`src/rtl/bcd_convert_pkg.sv`:
```
// Shared constants and state encoding for the binary-to-BCD converter.
package bcd_convert_pkg;

    localparam int DIGITS = 10;
    localparam int BCD_W  = 4 * DIGITS;
    localparam int CNT_W  = 6;

    typedef enum logic [1:0] {
        ST_IDLE  = 2'd0,
        ST_SHIFT = 2'd1,
        ST_DONE  = 2'd2
    } state_t;

endpackage

```
`src/rtl/bcd_convert_add3.sv`:
```
// Double-dabble digit correction: a nibble of 5 or more gets +3 before the shift.
module bcd_add3 (
    input  logic [3:0] din,
    output logic [3:0] dout
);

    // A corrected value is at most 9+3=12, so the result always fits a nibble.
    always_comb begin
        dout = din;
        if (din >= 4'd5) begin
            dout = din + 4'd3;
        end
    end

endmodule

```
`src/rtl/bcd_convert.sv`:
```
// Sequential binary-to-BCD converter (double dabble, one input bit per clock)
// with start edge detection, significant-digit count and error pass-through.
module bcd_convert #(
    parameter int WIDTH  = 32,
    parameter int DIGITS = bcd_convert_pkg::DIGITS
) (
    input  logic                  clk,
    input  logic                  reset,
    input  logic                  start,
    input  logic [WIDTH-1:0]      bin,
    input  logic                  err_in,
    output logic                  busy,
    output logic                  done,
    output logic [4*DIGITS-1:0]   bcd,
    output logic [3:0]            ndigits,
    output logic                  err_out
);

    import bcd_convert_pkg::*;

    localparam int BW = 4 * DIGITS;
    localparam int SW = BW + WIDTH;

    state_t             state_q, state_d;
    logic               start_q;
    logic [CNT_W-1:0]   cnt_q, cnt_d;
    logic [SW-1:0]      sh_q, sh_d;
    logic [BW-1:0]      bcd_q, bcd_d;
    logic [3:0]         nd_q, nd_d;
    logic               err_q, err_d;

    logic [BW-1:0]      sh_corr;
    logic [SW-1:0]      sh_next;
    logic [BW-1:0]      bcd_next;
    logic [3:0]         nd_calc;
    logic               trig;

    genvar g;
    generate
        for (g = 0; g < DIGITS; g++) begin : g_add3
            bcd_add3 u_add3 (
                .din  (sh_q[WIDTH + 4*g +: 4]),
                .dout (sh_corr[4*g +: 4])
            );
        end
    endgenerate

    // The top bit of the corrected BCD field is always zero (top digit stays below 8), so dropping it is safe.
    assign sh_next  = {sh_corr[BW-2:0], sh_q[WIDTH-1:0], 1'b0};
    assign bcd_next = sh_next[SW-1:WIDTH];

    // Only a fresh rising edge of start seen while idle launches a conversion.
    assign trig = start & ~start_q & (state_q == ST_IDLE);

    assign busy    = (state_q != ST_IDLE);
    assign done    = (state_q == ST_DONE);
    assign bcd     = bcd_q;
    assign ndigits = nd_q;
    assign err_out = err_q;

    // Significant-digit count of the final result: highest nonzero digit index + 1, never below 1.
    always_comb begin
        nd_calc = 4'd1;
        for (int i = 0; i < DIGITS; i++) begin
            if (bcd_next[4*i +: 4] != 4'd0) begin
                nd_calc = 4'(i + 1);
            end
        end
    end

    // Next-state logic; result registers only change on the edge that enters DONE.
    always_comb begin
        state_d = state_q;
        cnt_d   = cnt_q;
        sh_d    = sh_q;
        bcd_d   = bcd_q;
        nd_d    = nd_q;
        err_d   = err_q;
        case (state_q)
            ST_IDLE: begin
                if (trig) begin
                    if (err_in) begin
                        state_d = ST_DONE;
                        bcd_d   = '0;
                        nd_d    = 4'd0;
                        err_d   = 1'b1;
                    end else begin
                        state_d = ST_SHIFT;
                        sh_d    = {{BW{1'b0}}, bin};
                        cnt_d   = CNT_W'(WIDTH);
                    end
                end
            end
            ST_SHIFT: begin
                sh_d  = sh_next;
                cnt_d = cnt_q - 1'b1;
                if (cnt_q == CNT_W'(1)) begin
                    state_d = ST_DONE;
                    bcd_d   = bcd_next;
                    nd_d    = nd_calc;
                    err_d   = 1'b0;
                end
            end
            ST_DONE: begin
                state_d = ST_IDLE;
            end
            default: begin
                state_d = ST_IDLE;
            end
        endcase
    end

    // State and datapath registers with synchronous active-low clear.
    always_ff @(posedge clk) begin
        if (!reset) begin
            state_q <= ST_IDLE;
            start_q <= 1'b0;
            cnt_q   <= '0;
            sh_q    <= '0;
            bcd_q   <= '0;
            nd_q    <= 4'd0;
            err_q   <= 1'b0;
        end else begin
            state_q <= state_d;
            start_q <= start;
            cnt_q   <= cnt_d;
            sh_q    <= sh_d;
            bcd_q   <= bcd_d;
            nd_q    <= nd_d;
            err_q   <= err_d;
        end
    end

endmodule

```
`config.mk`:
```
export PLATFORM = sky130hd
export DESIGN_NAME = bcd_convert
export DESIGN_NICKNAME = d
export VERILOG_FILES = /design/src/rtl/bcd_convert_pkg.sv /design/src/rtl/bcd_convert_add3.sv /design/src/rtl/bcd_convert.sv
export SDC_FILE = /design/constraint.sdc
export NUM_CORES = 1
export LEC_CHECK = 0
export BUFFER_PORTS_ARGS = -buffer_cell sky130_fd_sc_hd__buf_2
export CELL_PAD_IN_SITES_DETAIL_PLACEMENT = 2
export CELL_PAD_IN_SITES_GLOBAL_PLACEMENT = 2
export CORE_MARGIN = 2
export CORE_UTILIZATION = 37
export DETAILED_ROUTE_END_ITERATION = 16
export PLACE_DENSITY = 0.82
export SETUP_SLACK_MARGIN = 0.05
export SYNTH_ARGS = -nofsm -noshare
export SYNTH_HDL_FRONTEND = slang
export SYNTH_SLANG_ARGS = --single-unit
```
`constraint.sdc`:
```
create_clock -name clk -period 3.4 [get_ports clk]
set_input_delay 0.51 -clock clk [delete_from_list [all_inputs] [get_ports clk]]
set_output_delay 0.51 -clock clk [all_outputs]
set_load 0.1 [all_outputs]
```
==> metrics.md, run 1 <==
| Metric | Value |
|---|---|
| Outcome | `finished, final reports clean` |
| Dpl ws | `0.920 ns` |
| Prevailing post-synth register cell | `dfxtp_1` |
| CTS tree | `yes` |
| CP Launch Type | `flop` |
| F_max | `0.392 GHz` |
| Pre-Repair DR Iteration Count | `4` |
| R2R Setup Slk | `0.85 ns` |
| Routability cong. | `0.821` |
| Post-synth EDFFs | `0` |
| Total Wirelength | `20.4 mm` |
| Worst min path class | `in -> reg` |
| Area of the die | `18100 µm²` |
| Cts hold-fix bufs | `0` |
| Via density | `5.35` |
| Fraction of layout cells with a size suffix above 1 | `15.8%` |
| Max transition margin | `52.0%` |
| Flops & latches, synth | `126` |
| GRT Total Usage | `23.4%` |
| P_sw | `0.913 mW` |
| Period utilization | `75.0%` |
| CP Class | `reg -> reg` |
| Total placed cells including tap cells | `1041` |
| Power Density | `509 nW/µm²` |
| Synth area leader | `dfxtp_1` |
| Synth area leaders | `dfxtp_1 (40%), nand2_1 (10%), o211a_1 (5.2%)` |
| Yosys cell types | `55` |
| Maxcap violations | `0` |
| Final HPWL DP | `13.5 mm` |
| Residual DRC | `0` |
| CTS buffer count | `17` |
| Number of port buffers | `82` |
| Initial Util | `38.0%` |
| Max H-tree Level | `4` |
| Row Count | `47` |
| Finished Layout Cells | `1072` |
| Worst setup margin | `0.851 ns` |
| Internal | `2.90 mW` |
| Mean Syn Cell Area | `8.15 µm²` |
| Routed length per instance | `19.1 µm` |
| Peak VDD IR | `0.000360 V` |
| Comb power frac | `8.4%` |
| Core Area | `16600 µm²` |
| Synth top area share | `39.9%` |
| I/O pins | `83` |
| Post-synthesis sequential area ratio | `39.9%` |
| Most frequent cell after synthesis | `nand2_1` |
| Final setup vio count | `0` |
| Commonest cells post-synth | `nand2_1 (171), dfxtp_1 (126), and2_1 (42)` |
| Power, Total | `3.81 mW` |
| Clk pin slew, worst setup/hold paths | `0.06 ns` |
| N_diodes | `0` |
| Sw Ratio | `23.9%` |
| Sequential power share | `41.2%` |
| Synth Cell Area | `6320 µm²` |
| Met3 usage | `4.09%` |
| First-pass GRT wire length | `33.4 mm` |
| Setup bufs post-CTS | `0` |
| Post-Syn Nets | `833` |
| Clock Tree Buf Depth | `2` |
| Worst Setup SP | `sh_q[48]` |
| Die X | `135 µm` |
| GRT overflow | `0` |
| LEAKAGE | `3.29 nW` |
| Met1 usage | `27.4%` |
| Hold Violations, Final | `0` |
| Async S/R FF share, synth | `0%` |
| Met2 GRT Util | `43.3%` |
| Initial antenna violation count | `0` |
| Largest net degree at the start of global routing | `59` |
| Vias in the first global route | `6361` |
| Setup TNS | `0 ns` |
| CP Capture Type | `flop` |
| CTS root buf | `clkbuf_16` |
| CP Max Fanout | `5` |
| Number of gates resized after cts | `0` |
| Reg2reg start | `sh_q[48]` |
| Worst path required time | `3.77 ns` |
| Drt initial violations | `274` |
| Vias post-DR | `5730` |
| Crit path to | `ndigits[1]` |
| Slew Limit Fails | `0` |
| ANT nets after route | `0` |
| R2R Path End | `ndigits[1]` |
| Clock sinks | `126` |
| Clk pwr share | `50.4%` |
| Min Tclk post-route | `2.55 ns` |
| Clk Latency, worst-skew pair | `0.43 ns` |
| Reg2reg path depth | `8` |
| P&R area growth vs syn | `18.7%` |
| Die Ht | `135 µm` |
| Cells after Synth | `775` |
| Critical path arrival | `2.92 ns` |
| Synth warn | `0` |
| RSZ-0062 raised after global routing | `false` |
| Skew final | `0.00875 ns` |
| Worst slew pin tran | `0.718 ns` |
| Filler cells | `1856` |
| Fin nets | `898` |
| Top Usage Layer GRT | `met2` |
==> flip-flops by register name, summed over array words and instances (netlist names) <==
name and count:
bcd 40, err_out 1, state_q 2, cnt_q 6, sh_q 72, start_q 1
ndigits 4
==> worst min-delay path by stage <==
| stage | from | end | slack, ns | cells after the start |
|---|---|---|---|---|
| global placement | bcd[27] | bcd[27] | 0.44 | 2 |
| finish | start | start_q | 0.32 | 2 |
| floorplan | sh_q[69] | sh_q[69] | 0.44 | 2 |
| CTS | start | start_q | 0.30 | 2 |
| global route | start | start_q | 0.33 | 2 |
| detailed placement | bcd[39] | bcd[39] | 0.45 | 2 |
==> metal layers <==
metal	vias to the layer above	share of wire, %	routed length (µm)
li1	2758	-	-
met1	2857	43	8800
met2	97	52	10700
met3	18	3.3	665
met4	0	1.2	254
met5	-	0	0
==> critical path, stage by stage (launching register included) <==
cell	delay [ns]
dfxtp_1	0.41
inv_1	0.12
ha_1	0.25
and2b_1	0.19
o21bai_2	0.22
mux2i_1	0.34
nor4bb_1	0.55
o31a_1	0.24
o211a_1	0.16
==> logic make-up (layout without fill, tap and decap cells) <==
group | after synthesis | in the layout | synth area share (%)
compound gates | 174 | 174 | 19.2
xor+xnor | 14 | 14 | 1.94
fa+ha+maj | 22 | 22 | 4.36
buf+inv | 75 | 152 | 5.07
flops | 126 | 126 | 39.9
mux | 12 | 12 | 1.96
simple gates | 352 | 352 | 27.5
==> cells in the final DEF (no fill, tap or decap), types with 2 or more instances in the layout <==
cell type	n
a21boi_0	10
a21boi_1	17
a21oi_1	32
a22oi_1	13
and2_1	41
and2b_1	2
and3_1	6
buf_2	82
buf_4	8
bufinv_16	4
clkbuf_1	5
clkbuf_16	17
clkbuf_8	2
clkinv_2	3
dfxtp_1	126
ha_1	22
inv_1	29
mux2_2	3
mux2i_1	9
nand2_1	171
nand2b_1	8
nand3_1	37
nand3b_1	2
nand4_1	3
nor2_1	20
nor2b_1	33
nor3_1	3
nor3b_1	10
nor3b_2	2
o211a_1	33
o21ai_0	13
o21ai_1	29
o21bai_2	5
o22ai_1	10
or3_1	3
xnor2_1	12
xor2_1	2
==> per-stage QoR <==
step / hold slack (ns) / area (µm²) / utilization, %
CTS: 0.303 / 7500 / 45.0
detailed placement: 0.449 / 6890 / 41.4
floorplan: 0.443 / 6320 / -
global route: 0.329 / 7500 / 45.0
global placement: 0.440 / 6890 / 41.4
finish: 0.321 / 7500 / 45.0
==> final cells by class <==
cell class                 count  area, µm²  area share [%]
sequential                   126       2520            33.7
timing repair buffer          91        490            6.54
multi-input combinational    574       3490            46.5
tap                          220        275            3.67
inverter                      30        113            1.50
clock buffer                  24        472            6.29
clock inverter                 7        135            1.80
==> power groups by stage <==
stage / Sequential [mW] / Combinational, mW / Clock (mW)
2_1_floorplan: 1.60 / 0.225 / 0
3_5_place_dp: 1.60 / 0.319 / 0
4_1_cts: 1.57 / 0.325 / 1.95
3_3_place_gp: 1.60 / 0.300 / 0
6_report: 1.57 / 0.320 / 1.92
5_1_grt: 1.58 / 0.354 / 2.02
(Power assumes the default switching activity.)
==> inputs of run 2 (changes only) <==
--- a/config.mk
+++ b/config.mk
@@ -9,9 +9,9 @@
 export CELL_PAD_IN_SITES_DETAIL_PLACEMENT = 2
 export CELL_PAD_IN_SITES_GLOBAL_PLACEMENT = 2
 export CORE_MARGIN = 2
-export CORE_UTILIZATION = 37
+export CORE_UTILIZATION = 31
 export DETAILED_ROUTE_END_ITERATION = 16
-export PLACE_DENSITY = 0.82
+export PLACE_DENSITY = 0.73
 export SETUP_SLACK_MARGIN = 0.05
 export SYNTH_ARGS = -nofsm -noshare
 export SYNTH_HDL_FRONTEND = slang
==> constraint.sdc (replaced) <==
create_clock -name clk -period 2.2 [get_ports clk]
set_input_delay 0.33 -clock clk [delete_from_list [all_inputs] [get_ports clk]]
set_output_delay 0.33 -clock clk [all_outputs]
set_load 0.1 [all_outputs]
==> run 2 against run 1 <==
Net effect: largest cell class unchanged; design area increased by 4.6%; non-clock buffer count is 17 higher; first-iteration DRC count down 20%; final cell count up 6.2%.
==> metrics.md, run 2 (synthesis results as in run 1) <==
| Metric | Value |
|---|---|
| Outcome | `finished, final reports clean` |
| Clk Latency, worst-skew pair | `0.42 ns` |
| Number of port buffers | `82` |
| CP Capture Type | `flop` |
| Min Tclk post-route | `2.06 ns` |
| CP Max Fanout | `5` |
| Peak VDD IR | `0.000527 V` |
| Worst slew pin tran | `0.833 ns` |
| Clk pwr share | `49.0%` |
| Worst min path class | `in -> reg` |
| Routed length per instance | `17.6 µm` |
| Slowest cell delay on critical path | `0.40 ns` |
| Filler cells | `2248` |
| Maxcap violations | `0` |
| Initial Util | `31.4%` |
| Comb power frac | `9.2%` |
| Fraction of layout cells with a size suffix above 1 | `21.4%` |
| Total Wirelength | `20.1 mm` |
| Area of the die | `21500 µm²` |
| Fin area | `7840 µm²` |
| Vias post-DR | `5775` |
| Hold Violations, Final | `0` |
| Sequential power share | `41.8%` |
| Crit path buf inv count | `1` |
| Core Area | `20100 µm²` |
| ANT nets after route | `0` |
| Row Count | `52` |
| CTS tree | `yes` |
| Period utilization | `93.5%` |
| Skew final | `0.00707 ns` |
| Placed inst area | `7120 µm²` |
| Routability cong. | `0.795` |
| First-pass GRT wire length | `33.1 mm` |
| Final Core Density | `39.0%` |
| CP Class | `reg -> reg` |
| Die Ht | `147 µm` |
| Residual DRC | `0` |
| GRT Total Usage | `19.2%` |
| Sw Ratio | `24.7%` |
| Most common cell after layout, fill and taps aside | `nand2_1` |
| Most flop-heavy register | `sh_q` |
| Internal | `4.36 mW` |
| CP cell instances | `inv_1 > ha_1 > nor2b_1 > o21bai_2 > mux2i_2 > o2111ai_1 > a221oi_2 > o31ai_1` |
| Most frequent cells in the layout | `nand2_1 (171), dfxtp_1 (116), buf_2 (82)` |
| Clk pin slew, worst setup/hold paths | `0.05 ns` |
| Initial antenna violation count | `0` |
| F_max | `0.486 GHz` |
| Vias in the first global route | `6397` |
| Slew Limit Fails | `0` |
| Die X | `147 µm` |
| CTS buffer count | `17` |
| Cts hold-fix bufs | `0` |
| Final HPWL DP | `13.6 mm` |
| Max transition margin | `44.5%` |
| P&R area growth vs syn | `24.1%` |
| Max FFs per register | `72` |
| Clock Tree Buf Depth | `2` |
| Worst path required time | `2.50 ns` |
| Pre-Repair DR Iteration Count | `4` |
| Worst-path cell with the longest stage delay | `dfxtp_1` |
| Final setup vio count | `0` |
| Power Density | `739 nW/µm²` |
| CP Launch Type | `flop` |
| Via density | `5.07` |
| CP delay by family, top | `compound AO/OA/AOI/OAI gates` |
| Power, Total | `5.79 mW` |
| Largest net degree at the start of global routing | `75` |
| I/O pins | `83` |
| GRT overflow | `0` |
| Fin nets | `915` |
| Critical path arrival | `2.36 ns` |
| CTS root buf | `clkbuf_16` |
| LEAKAGE | `3.43 nW` |
| N_diodes | `0` |
| RSZ-0062 raised after global routing | `true` |
| P_sw | `1.43 mW` |
| Drt initial violations | `219` |
| Max H-tree Level | `4` |
| Clock sinks | `126` |
## run 2: cell types whose count changed in the layout (fill, tap and decap cells not counted), moves of 6 or more
cell | before | now
mux2i_1 | 9 | 3
mux2i_2 | 0 | 6
buf_12 | 1 | 7
dfxtp_1 | 126 | 116
dfxtp_2 | 0 | 8
buf_4 | 8 | 19
## run 2: path summary, 6_finish.rpt
path              startpoint  depth (start not counted)         end  slack, ns
hold reg to reg      bcd[35]                          2     bcd[35]       0.45
hold / removal         start                          2     start_q       0.16
setup reg to reg    sh_q[40]                          8  ndigits[0]       0.14
setup / recovery    sh_q[40]                          8  ndigits[0]       0.14
## run 2: area by class of cell
type / count / area, µm² / share of cell area [%]
Clock buffer: 24 / 502 / 6.40
Clock inverter: 6 / 82.6 / 1.05
Inverter: 30 / 113 / 1.44
Multi-Input combinational cell: 574 / 3570 / 45.6
Sequential cell: 126 / 2540 / 32.4
Tap cell: 270 / 338 / 4.31
Timing Repair Buffer: 108 / 693 / 8.84
## run 2: routing by layer
metal  routed length (µm)  track usage, %
met5                    0               0
met3                  759            4.07
met2                10100            34.1
met4                  297            6.41
met1                 8900            23.0
## run 2: through the flow
| stage | setup WS [ns] | setup TNS (ns) | hold slack [ns] | cells |
|---|---|---|---|---|
| after detailed placement | -0.0834 | -0.145 | 0.450 | 1103 |
| final | 0.143 | 0 | 0.157 | 1138 |
| after global placement | 0.0730 | 0 | 0.442 | 1103 |
| after CTS | 0.0517 | 0 | 0.132 | 1135 |
| after floorplan | 0.149 | 0 | 0.443 | 775 |
| after global routing | 0.0154 | 0 | 0.165 | 1138 |
## run 2: what timing repair did
item / in CTS / in global routing
setup endpoints to repair: 3 / 4
setup buffers: 2 / 3
pin swaps: 3 / 8
gates resized for setup: 7 / 27
endpoints found under the hold margin: 0 / 0
## run 2: power by group through the flow
stage	Combinational [mW]	Clock (mW)	Sequential, mW
2_1_floorplan	0.348	0	2.47
3_3_place_gp	0.515	0	2.47
3_5_place_dp	0.541	0	2.47
4_1_cts	0.544	2.93	2.42
5_1_grt	0.587	3.02	2.43
6_report	0.532	2.84	2.42
